--- src/rtl/run_stuff_pkg.sv ---
// Shared types and defaults for the bit-stuffing serial transmitter and its
// run-length tracker.
package run_stuff_pkg;

  localparam int unsigned DEF_DATA_W  = 8;
  localparam int unsigned DEF_RUN_LEN = 4;
  localparam int unsigned RUN_CNT_W   = $clog2(DEF_RUN_LEN + 1);

  typedef enum logic [2:0] {
    IDLE  = 3'd0,
    SOF   = 3'd1,
    DATA  = 3'd2,
    STUFF = 3'd3,
    DELIM = 3'd4
  } state_t;

endpackage

--- src/rtl/run_tracker.sv ---
// Tracks the last emitted bit and the length of its run (saturating); flags
// when the next bit must be a stuff bit.
module run_tracker
  import run_stuff_pkg::*;
#(
  parameter int unsigned RUN_LEN = DEF_RUN_LEN
) (
  input  logic                         Clock,
  input  logic                         Reset,
  input  logic                         emit_en,
  input  logic                         emit_bit,
  input  logic                         load_start,
  output logic                         last_bit,
  output logic [$clog2(RUN_LEN+1)-1:0] run_cnt,
  output logic                         need_stuff
);

  localparam int unsigned CNT_W = $clog2(RUN_LEN + 1);

  logic             last_q, last_d;
  logic [CNT_W-1:0] cnt_q, cnt_d;

  // A start bit always opens a fresh run of ones.
  always_comb begin
    last_d = last_q;
    cnt_d  = cnt_q;
    if (load_start) begin
      last_d = 1'b1;
      cnt_d  = CNT_W'(1);
    end else if (emit_en) begin
      if (emit_bit == last_q) begin
        if (cnt_q != CNT_W'(RUN_LEN)) cnt_d = cnt_q + CNT_W'(1);
      end else begin
        last_d = emit_bit;
        cnt_d  = CNT_W'(1);
      end
    end
  end

  always_ff @(posedge Clock or posedge Reset) begin
    if (Reset) begin
      last_q <= 1'b0;
      cnt_q  <= CNT_W'(RUN_LEN);
    end else begin
      last_q <= last_d;
      cnt_q  <= cnt_d;
    end
  end

  assign last_bit   = last_q;
  assign run_cnt    = cnt_q;
  assign need_stuff = (cnt_q == CNT_W'(RUN_LEN - 1));

endmodule

--- src/rtl/run_stuff_tx.sv ---
// Framing serial transmitter: start bit, bit-stuffed LSB-first payload, then a
// delimiter of RUN_LEN ones; w is registered together with the state.
module run_stuff_tx
  import run_stuff_pkg::*;
#(
  parameter int unsigned DATA_W  = DEF_DATA_W,
  parameter int unsigned RUN_LEN = DEF_RUN_LEN
) (
  input  logic              Clock,
  input  logic              Reset,
  input  logic              in_valid,
  input  logic [DATA_W-1:0] in_data,
  output logic              in_ready,
  output logic              w,
  output logic              stuffing,
  output logic              delim,
  output logic              busy,
  output logic [2:0]        state
);

  localparam int unsigned IDX_W = $clog2(DATA_W + 1);
  localparam int unsigned CNT_W = $clog2(RUN_LEN + 1);

  state_t            state_q, state_d;
  logic [DATA_W-1:0] shift_q, shift_d;
  logic [IDX_W-1:0]  idx_q, idx_d;
  logic [CNT_W-1:0]  dcnt_q, dcnt_d;
  logic              w_q, w_d;
  logic              stuffing_q, stuffing_d;
  logic              delim_q, delim_d;
  logic              busy_q, busy_d;

  logic              emit_en, load_start;
  logic              last_bit, need_stuff;
  logic [CNT_W-1:0]  run_cnt_unused;

  run_tracker #(.RUN_LEN(RUN_LEN)) u_tracker (
    .Clock      (Clock),
    .Reset      (Reset),
    .emit_en    (emit_en),
    .emit_bit   (w_d),
    .load_start (load_start),
    .last_bit   (last_bit),
    .run_cnt    (run_cnt_unused),
    .need_stuff (need_stuff)
  );

  // Next state and the bit that state will drive, decided together so w
  // changes on the same edge as the state.
  always_comb begin
    state_d    = state_q;
    shift_d    = shift_q;
    idx_d      = idx_q;
    dcnt_d     = dcnt_q;
    w_d        = 1'b0;
    emit_en    = 1'b0;
    load_start = 1'b0;
    case (state_q)
      IDLE: begin
        if (in_valid) begin
          state_d    = SOF;
          shift_d    = in_data;
          idx_d      = '0;
          w_d        = 1'b1;
          load_start = 1'b1;
        end
      end
      SOF, DATA, STUFF: begin
        emit_en = 1'b1;
        if (need_stuff) begin
          state_d = STUFF;
          w_d     = ~last_bit;
        end else if (idx_q == IDX_W'(DATA_W)) begin
          state_d = DELIM;
          w_d     = 1'b1;
          dcnt_d  = CNT_W'(1);
        end else begin
          state_d = DATA;
          w_d     = shift_q[0];
          shift_d = shift_q >> 1;
          idx_d   = idx_q + IDX_W'(1);
        end
      end
      DELIM: begin
        if (dcnt_q == CNT_W'(RUN_LEN)) begin
          state_d = IDLE;
          dcnt_d  = '0;
          idx_d   = '0;
        end else begin
          emit_en = 1'b1;
          w_d     = 1'b1;
          dcnt_d  = dcnt_q + CNT_W'(1);
        end
      end
      default: state_d = IDLE;
    endcase
    stuffing_d = (state_d == STUFF);
    delim_d    = (state_d == DELIM);
    busy_d     = (state_d != IDLE);
  end

  always_ff @(posedge Clock or posedge Reset) begin
    if (Reset) begin
      state_q    <= IDLE;
      shift_q    <= '0;
      idx_q      <= '0;
      dcnt_q     <= '0;
      w_q        <= 1'b0;
      stuffing_q <= 1'b0;
      delim_q    <= 1'b0;
      busy_q     <= 1'b0;
    end else begin
      state_q    <= state_d;
      shift_q    <= shift_d;
      idx_q      <= idx_d;
      dcnt_q     <= dcnt_d;
      w_q        <= w_d;
      stuffing_q <= stuffing_d;
      delim_q    <= delim_d;
      busy_q     <= busy_d;
    end
  end

  assign in_ready = (state_q == IDLE);
  assign w        = w_q;
  assign stuffing = stuffing_q;
  assign delim    = delim_q;
  assign busy     = busy_q;
  assign state    = state_q;

endmodule
--- config.mk ---
export PLATFORM = sky130hd
export DESIGN_NAME = run_stuff_tx
export DESIGN_NICKNAME = d
export VERILOG_FILES = /design/src/rtl/run_stuff_pkg.sv /design/src/rtl/run_tracker.sv /design/src/rtl/run_stuff_tx.sv
export SDC_FILE = /design/constraint.sdc
export NUM_CORES = 1
export LEC_CHECK = 0
export ABC_CLOCK_PERIOD_IN_PS = 2200
export CAP_MARGIN = 10
export CORE_MARGIN = 10
export CORE_UTILIZATION = 40
export CTS_CLUSTER_DIAMETER = 30
export DETAILED_ROUTE_END_ITERATION = 8
export PLACE_DENSITY = 0.72
export SYNTH_ARGS = -nofsm -noshare
export SYNTH_HDL_FRONTEND = slang
export SYNTH_SLANG_ARGS = --single-unit
--- constraint.sdc ---
create_clock -name Clock -period 2.2 [get_ports Clock]
set_input_delay 0.33 -clock Clock [delete_from_list [all_inputs] [get_ports Clock]]
set_output_delay 0.33 -clock Clock [all_outputs]
set_load 0.005 [all_outputs]
==> impl_metrics.env, run 1 <==
export IMPL_outcome="completed"
export IMPL_synth_fa_ha_area_frac=0.06312
export IMPL_drive_above_1_share=0.1104
export IMPL_cts_buffer_depth=2
export IMPL_syn_inst=142
export IMPL_slew_headroom=0.6828
export IMPL_initial_core_util=0.4158
export IMPL_n_fill_cell=333
export IMPL_drtIter0Drc=48
export IMPL_synth_simple_gate_area_frac=0.2119
export IMPL_drv_slew=0
export IMPL_holdBufCountCts=0
export IMPL_min_delay_path_class="in -> async"
export IMPL_cts_tree="built"
export IMPL_ys_seq_area_frac=0.4698
export IMPL_vias_per_cell=5.187
export IMPL_hold_viol=0
export IMPL_clkLatencyLatePin_ns=0.32
export IMPL_internal_power_mw=1.481
export IMPL_setup_viol=0
export IMPL_seq_power_share=0.342
export IMPL_r2r_start="u_tracker.run_cnt[0]"
export IMPL_syn2layout_area_growth_pct=18.49
export IMPL_grt_ovfl_total=0
export IMPL_clock_fmax_ghz=0.4955
export IMPL_yosysUniqueCellTypes=41
export IMPL_vias=1084
export IMPL_first_global_vias=1150
export IMPL_p_sw_mw=1.138
export IMPL_synth_async_reset_ratio=1.000
export IMPL_finClkSkew_ns=0.005588
export IMPL_p_sw_frac=0.4346
export IMPL_globalplace_congestion=0.7735
export IMPL_grt_max_degree=27
export IMPL_drv_cap=0
export IMPL_ys_ff_latch=26
export IMPL_cts_max_level=1
export IMPL_crit_path_start="u_tracker.run_cnt[0]"
export IMPL_fp_dieW_um=78.90
export IMPL_yosys_area_share_xor_xnor=0.01262
export IMPL_cts_sinks=26
export IMPL_timing_rr_end="idx_q[3]"
export IMPL_wl_per_cell_um=13.35
export IMPL_die_area_um2=6224
export IMPL_crit_fanout=7
export IMPL_io_buffer_count=18
export IMPL_synth_edf_count=0
export IMPL_ff2ff_setup_slack_ns=0.18
export IMPL_cp_required_ns=2.43
export IMPL_rsz0062_at_grt="no"
export IMPL_ir_worst_vdd_mv=0.5639
export IMPL_finalCritPeriodShare=0.9174
export IMPL_drcViolationCount=0
export IMPL_combPwrFrac=0.578
export IMPL_reg2reg_depth=6
export IMPL_hpwl_um=2128
export IMPL_fin_cells=209
export IMPL_synth_area_mux_share=0.01443
export IMPL_cp_arrival_ns=2.25
export IMPL_root_buffer="clkbuf_4"
export IMPL_grt_total_usage=0.09643
export IMPL_synth_top_family_by_area="simple AND/OR/NAND/NOR gates"
export IMPL_core_area_um2=3337
export IMPL_powerDensity_nw_per_um2=1593
export IMPL_synth_compound_area_frac=0.1821
export IMPL_ant_nets=0
export IMPL_numCtsBuffers=3
export IMPL_post_route_min_period_ns=2.018
export IMPL_yosys_warnings=0
export IMPL_clockPowerShare=0.080
export IMPL_tns_ns=0
export IMPL_path_class="reg -> reg"
export IMPL_clk_pin_slew_worst_paths_ns=0.14
export IMPL_pin_count=19
export IMPL_p_leak_nw=0.7188
export IMPL_synthesis_area_per_instance_um2=9.772
export IMPL_fp_row_count=21
export IMPL_netlist_area_um2=1388
export IMPL_register_area_um2=651.9
export IMPL_nNetsFinal=182
export IMPL_die_h_um=78.90
export IMPL_synth_ff_type="dfrtp_1"
export IMPL_grt_pass1_wl_um=5002
export IMPL_antenna_found_initial=0
export IMPL_post_cts_resize_count=0
export IMPL_antenna_cells=0
export IMPL_multi_input_area_um2=671.9
export IMPL_worst_slew_pin_slew_ns=0.4758
export IMPL_syn_num_nets=160
export IMPL_dp_cells=205
export IMPL_start_kind="register"
export IMPL_critPathCaptureType="register"
export IMPL_cts_setup_buffers=0
export IMPL_drt_pass1_iterations=4
export IMPL_routed_wl_um=2790
[cells in the mapped netlist (all sizes together), types with 2 or more instances]
| library cell | instances | area share |
|---|---|---|
| a21oi | 6 | 0.022 |
| a31oi | 6 | 0.027 |
| and2 | 2 | 0.0090 |
| buf | 2 | 0.016 |
| clkbuf | 2 | 0.0054 |
| dfrtp | 25 | 0.45 |
| ha | 7 | 0.063 |
| inv | 9 | 0.024 |
| mux2i | 2 | 0.014 |
| nand2 | 28 | 0.079 |
| nand3 | 4 | 0.014 |
| nor2 | 14 | 0.051 |
| nor3 | 3 | 0.011 |
| o211ai | 3 | 0.016 |
| o21ai | 7 | 0.028 |
| o22ai | 2 | 0.019 |
| o31a | 2 | 0.019 |
| xor2 | 2 | 0.013 |
[registers in the layout (all words and copies together), names as in the netlist]
signal / count
w: 1
state: 3
u_tracker.last_bit: 1
u_tracker.run_cnt: 3
stuffing: 1
busy: 1
idx_q: 4
dcnt_q: 3
shift_q: 8
delim: 1
[layer usage]
metal / track usage / part of all wire / up-vias
li1: - / - / 532
met1: 0.1073 / 0.44 / 518
met2: 0.1752 / 0.49 / 30
met3: 0.02703 / 0.058 / 4
met4: 0.02688 / 0.0082 / 0
met5: 0 / 0 / -
[critical path, stage by stage (launching register included)]
cell and delay, ns:
dfrtp_1 0.44, ha_1 0.23, ha_1 0.29, o31a_4 0.42, o22ai_4 0.24, mux2i_1 0.25, nand2_1 0.07
[through the flow]
step	util	setup WS [ns]	hold slack (ns)	total power [mW]	instance area (um2)
after CTS	0.4927	0.1807	0.3466	2.647	1644
final	0.4927	0.1818	0.3355	2.620	1644
after floorplan	-	0.3954	0.3693	2.031	1388
after global routing	0.4927	0.05187	0.3560	2.897	1644
after detailed placement	0.4848	0.1624	0.4948	2.435	1618
after global placement	0.4848	0.2464	0.4773	2.354	1618
[area by class of cell]
type	count	area share
flip-flops and latches	26	0.3965
multi-input cells	103	0.4087
repair buffers	21	0.1233
inverters	9	0.02055
clock buffers	4	0.01598
well taps	46	0.03501
[worst max-delay path by stage]
stage,end,slack (ns),depth (start not counted)
after floorplan,idx_q[3],0.40,6
after global placement,idx_q[3],0.25,6
after detailed placement,idx_q[3],0.16,6
after CTS,idx_q[3],0.18,6
after global routing,idx_q[3],0.05,6
final,idx_q[3],0.18,6
[cells in the final DEF (no fill, tap or decap), types with 4 or more instances in the layout]
master | netlist | layout
dfrtp_1 | 25 | 25
a21oi_1 | 6 | 6
nand2_1 | 26 | 26
nor2_1 | 12 | 12
inv_1 | 9 | 9
ha_1 | 7 | 7
clkdlybuf4s50_1 | 0 | 18
nand3_1 | 4 | 4
a31oi_1 | 6 | 6
[cells by family after synthesis]
family | Yosys count
compound gates | 33
xor+xnor | 2
fa+ha+maj | 7
buf+inv | 13
flops | 26
mux | 2
simple gates | 59
[power groups by stage]
stage	combinational, mW	clock (mW)	sequential [mW]
floorplan	1.17	0	0.860
global placement	1.46	0	0.891
detailed placement	1.53	0	0.906
CTS	1.53	0.217	0.896
global route	1.73	0.236	0.932
finish	1.51	0.210	0.895
(Power assumes the default switching activity.)
==> run 2, diff against run 1 <==
--- a/config.mk
+++ b/config.mk
@@ -11,6 +11,7 @@
 export CORE_UTILIZATION = 40
 export CTS_CLUSTER_DIAMETER = 30
 export DETAILED_ROUTE_END_ITERATION = 8
+export GPL_ROUTABILITY_DRIVEN = 0
 export PLACE_DENSITY = 0.72
 export SYNTH_ARGS = -nofsm -noshare
 export SYNTH_HDL_FRONTEND = slang
==> constraint.sdc (replaced) <==
create_clock -name Clock -period 2.2 [get_ports Clock]
set_input_delay 0.33 -clock Clock [delete_from_list [all_inputs] [get_ports Clock]]
set_output_delay 0.33 -clock Clock [all_outputs]
set_load 0.01 [all_outputs]
==> run 2 against run 1 <==
Net effect: via count is 0.18% lower; combinational power hardly changed; sequential power hardly changed; largest power group unchanged; first-iteration DRC count down 2.1%; global-route usage shrank 0.14 points; cell area unchanged; worst setup slack improved by 0.0053 ns; largest cell class unchanged; utilization unchanged; critical path type unchanged; critical path depth unchanged; flip-flop and latch count stayed put; die area did not move.
==> impl_metrics.env, run 2 (synthesis gave the netlist of run 1 again) <==
export IMPL_outcome="completed"
export IMPL_combPwrFrac=0.581
export IMPL_first_global_vias=1120
export IMPL_root_buffer="clkbuf_4"
export IMPL_critPathCaptureType="register"
export IMPL_nNetsFinal=182
export IMPL_layout_cells_most_common="nand2_1"
export IMPL_routed_wl_um=2848
export IMPL_clockPowerShare=0.080
export IMPL_clk_pin_slew_worst_paths_ns=0.14
export IMPL_setup_viol=0
export IMPL_die_h_um=78.90
export IMPL_top_register="shift_q"
export IMPL_cts_buffer_depth=2
export IMPL_finalCritPeriodShare=0.9150
export IMPL_crit_fanout=7
export IMPL_powerDensity_nw_per_um2=1608
export IMPL_grt_ovfl_total=0
export IMPL_antenna_found_initial=0
export IMPL_reg2reg_depth=6
export IMPL_drt_pass1_iterations=6
export IMPL_largest_register_ffs=8
export IMPL_syn2layout_area_growth_pct=18.49
export IMPL_fp_dieW_um=78.90
export IMPL_vias=1082
export IMPL_finClkSkew_ns=0.006226
export IMPL_numCtsBuffers=3
export IMPL_drtIter0Drc=47
export IMPL_path_class="reg -> reg"
export IMPL_io_buffer_count=18
export IMPL_ff2ff_setup_slack_ns=0.19
export IMPL_timing_rr_end="idx_q[3]"
export IMPL_drv_cap=0
export IMPL_p_sw_mw=1.163
export IMPL_slew_headroom=0.6790
export IMPL_utilization=0.4927
export IMPL_n_fill_cell=318
export IMPL_r2r_start="u_tracker.run_cnt[0]"
export IMPL_clkLatencyLatePin_ns=0.32
export IMPL_internal_power_mw=1.481
export IMPL_drive_above_1_share=0.1104
export IMPL_grt_total_usage=0.09503
export IMPL_grt_pass1_wl_um=4974
export IMPL_grt_max_degree=27
export IMPL_cp_required_ns=2.42
export IMPL_final_cell_area_um2=1644
export IMPL_p_sw_frac=0.4399
export IMPL_cp_arrival_ns=2.23
export IMPL_ant_nets=0
export IMPL_cts_setup_buffers=0
export IMPL_cts_tree="built"
export IMPL_drv_slew=0
export IMPL_worst_slew_pin_slew_ns=0.4816
export IMPL_rsz0062_at_grt="no"
export IMPL_p_leak_nw=0.7188
export IMPL_clock_fmax_ghz=0.4968
export IMPL_wl_per_cell_um=13.63
export IMPL_hold_viol=0
export IMPL_top_regs="shift_q x8, idx_q x4"
export IMPL_initial_core_util=0.4158
export IMPL_placed_cell_area_um2=1618
export IMPL_pin_count=19
export IMPL_core_area_um2=3337
export IMPL_antenna_cells=0
export IMPL_seq_power_share=0.339
export IMPL_min_delay_path_class="in -> async"
export IMPL_cts_max_level=1
export IMPL_tns_ns=0
export IMPL_cts_sinks=26
export IMPL_hpwl_um=2137
export IMPL_holdBufCountCts=0
export IMPL_fp_row_count=21
export IMPL_die_area_um2=6224
export IMPL_start_kind="register"
export IMPL_post_cts_resize_count=0
export IMPL_drcViolationCount=0
export IMPL_post_route_min_period_ns=2.013
export IMPL_ir_worst_vdd_mv=0.6034
export IMPL_final_cell_mix="nand2_1 (26), dfrtp_1 (25), clkdlybuf4s50_1 (18)"
export IMPL_vias_per_cell=5.177
==> run 2: cell counts in the layout (fill, tap and decap cells not counted) <==
No cell type changed its count.
==> run 2: power groups by stage <==
stage	registers [mW]	logic (mW)	clock network [mW]
after detailed placement	0.906	1.55	0
final	0.896	1.54	0.213
after CTS	0.897	1.56	0.218
after global routing	0.933	1.74	0.238
after global placement	0.890	1.49	0
after floorplan	0.883	1.18	0
==> run 2: how the worst max path moves through the flow <==
stage	slack [ns]	startpoint	endpoint	cells after the start
detailed placement	0.17	in_valid	idx_q[3]	6
global route	0.04	u_tracker.run_cnt[0]	idx_q[3]	6
floorplan	0.40	u_tracker.run_cnt[0]	idx_q[3]	6
CTS	0.17	u_tracker.run_cnt[0]	idx_q[3]	6
global placement	0.25	in_valid	idx_q[3]	6
finish	0.19	u_tracker.run_cnt[0]	idx_q[3]	6
==> run 2: metal layers <==
metal	vias to the layer above	routed length (um)	GRT usage	share of wire
li1	534	-	-	-
met1	518	1329	0.1153	0.47
met2	26	1350	0.1604	0.47
met3	4	143	0.02703	0.050
met4	0	24	0.02688	0.0084
met5	-	0	0	0
==> run 2: worst max-delay path, cell delays in order, from the launching register on <==
cell and delay, ns:
dfrtp_1 0.44, ha_1 0.22, ha_1 0.28, o31a_4 0.42, o22ai_4 0.23, mux2i_1 0.24, nand2_1 0.07
==> run 2: area by class of cell <==
| type | count | area [um2] | area share |
|---|---|---|---|
| multi-input combinational | 103 | 671.9 | 0.4087 |
| sequential | 26 | 651.9 | 0.3965 |
| timing repair buffer | 21 | 202.7 | 0.1233 |
| tap | 46 | 57.56 | 0.03501 |
| inverter | 9 | 33.78 | 0.02055 |
| clock buffer | 4 | 26.28 | 0.01598 |
==> run 2: through the flow <==
stage	setup slack, ns	total power, mW	instances	hold WS [ns]
floorplan	0.3954	2.059	142	0.3693
global placement	0.2467	2.381	205	0.4773
detailed placement	0.1729	2.454	205	0.4980
CTS	0.1738	2.670	209	0.3467
global route	0.04275	2.907	209	0.3591
finish	0.1870	2.644	209	0.3397
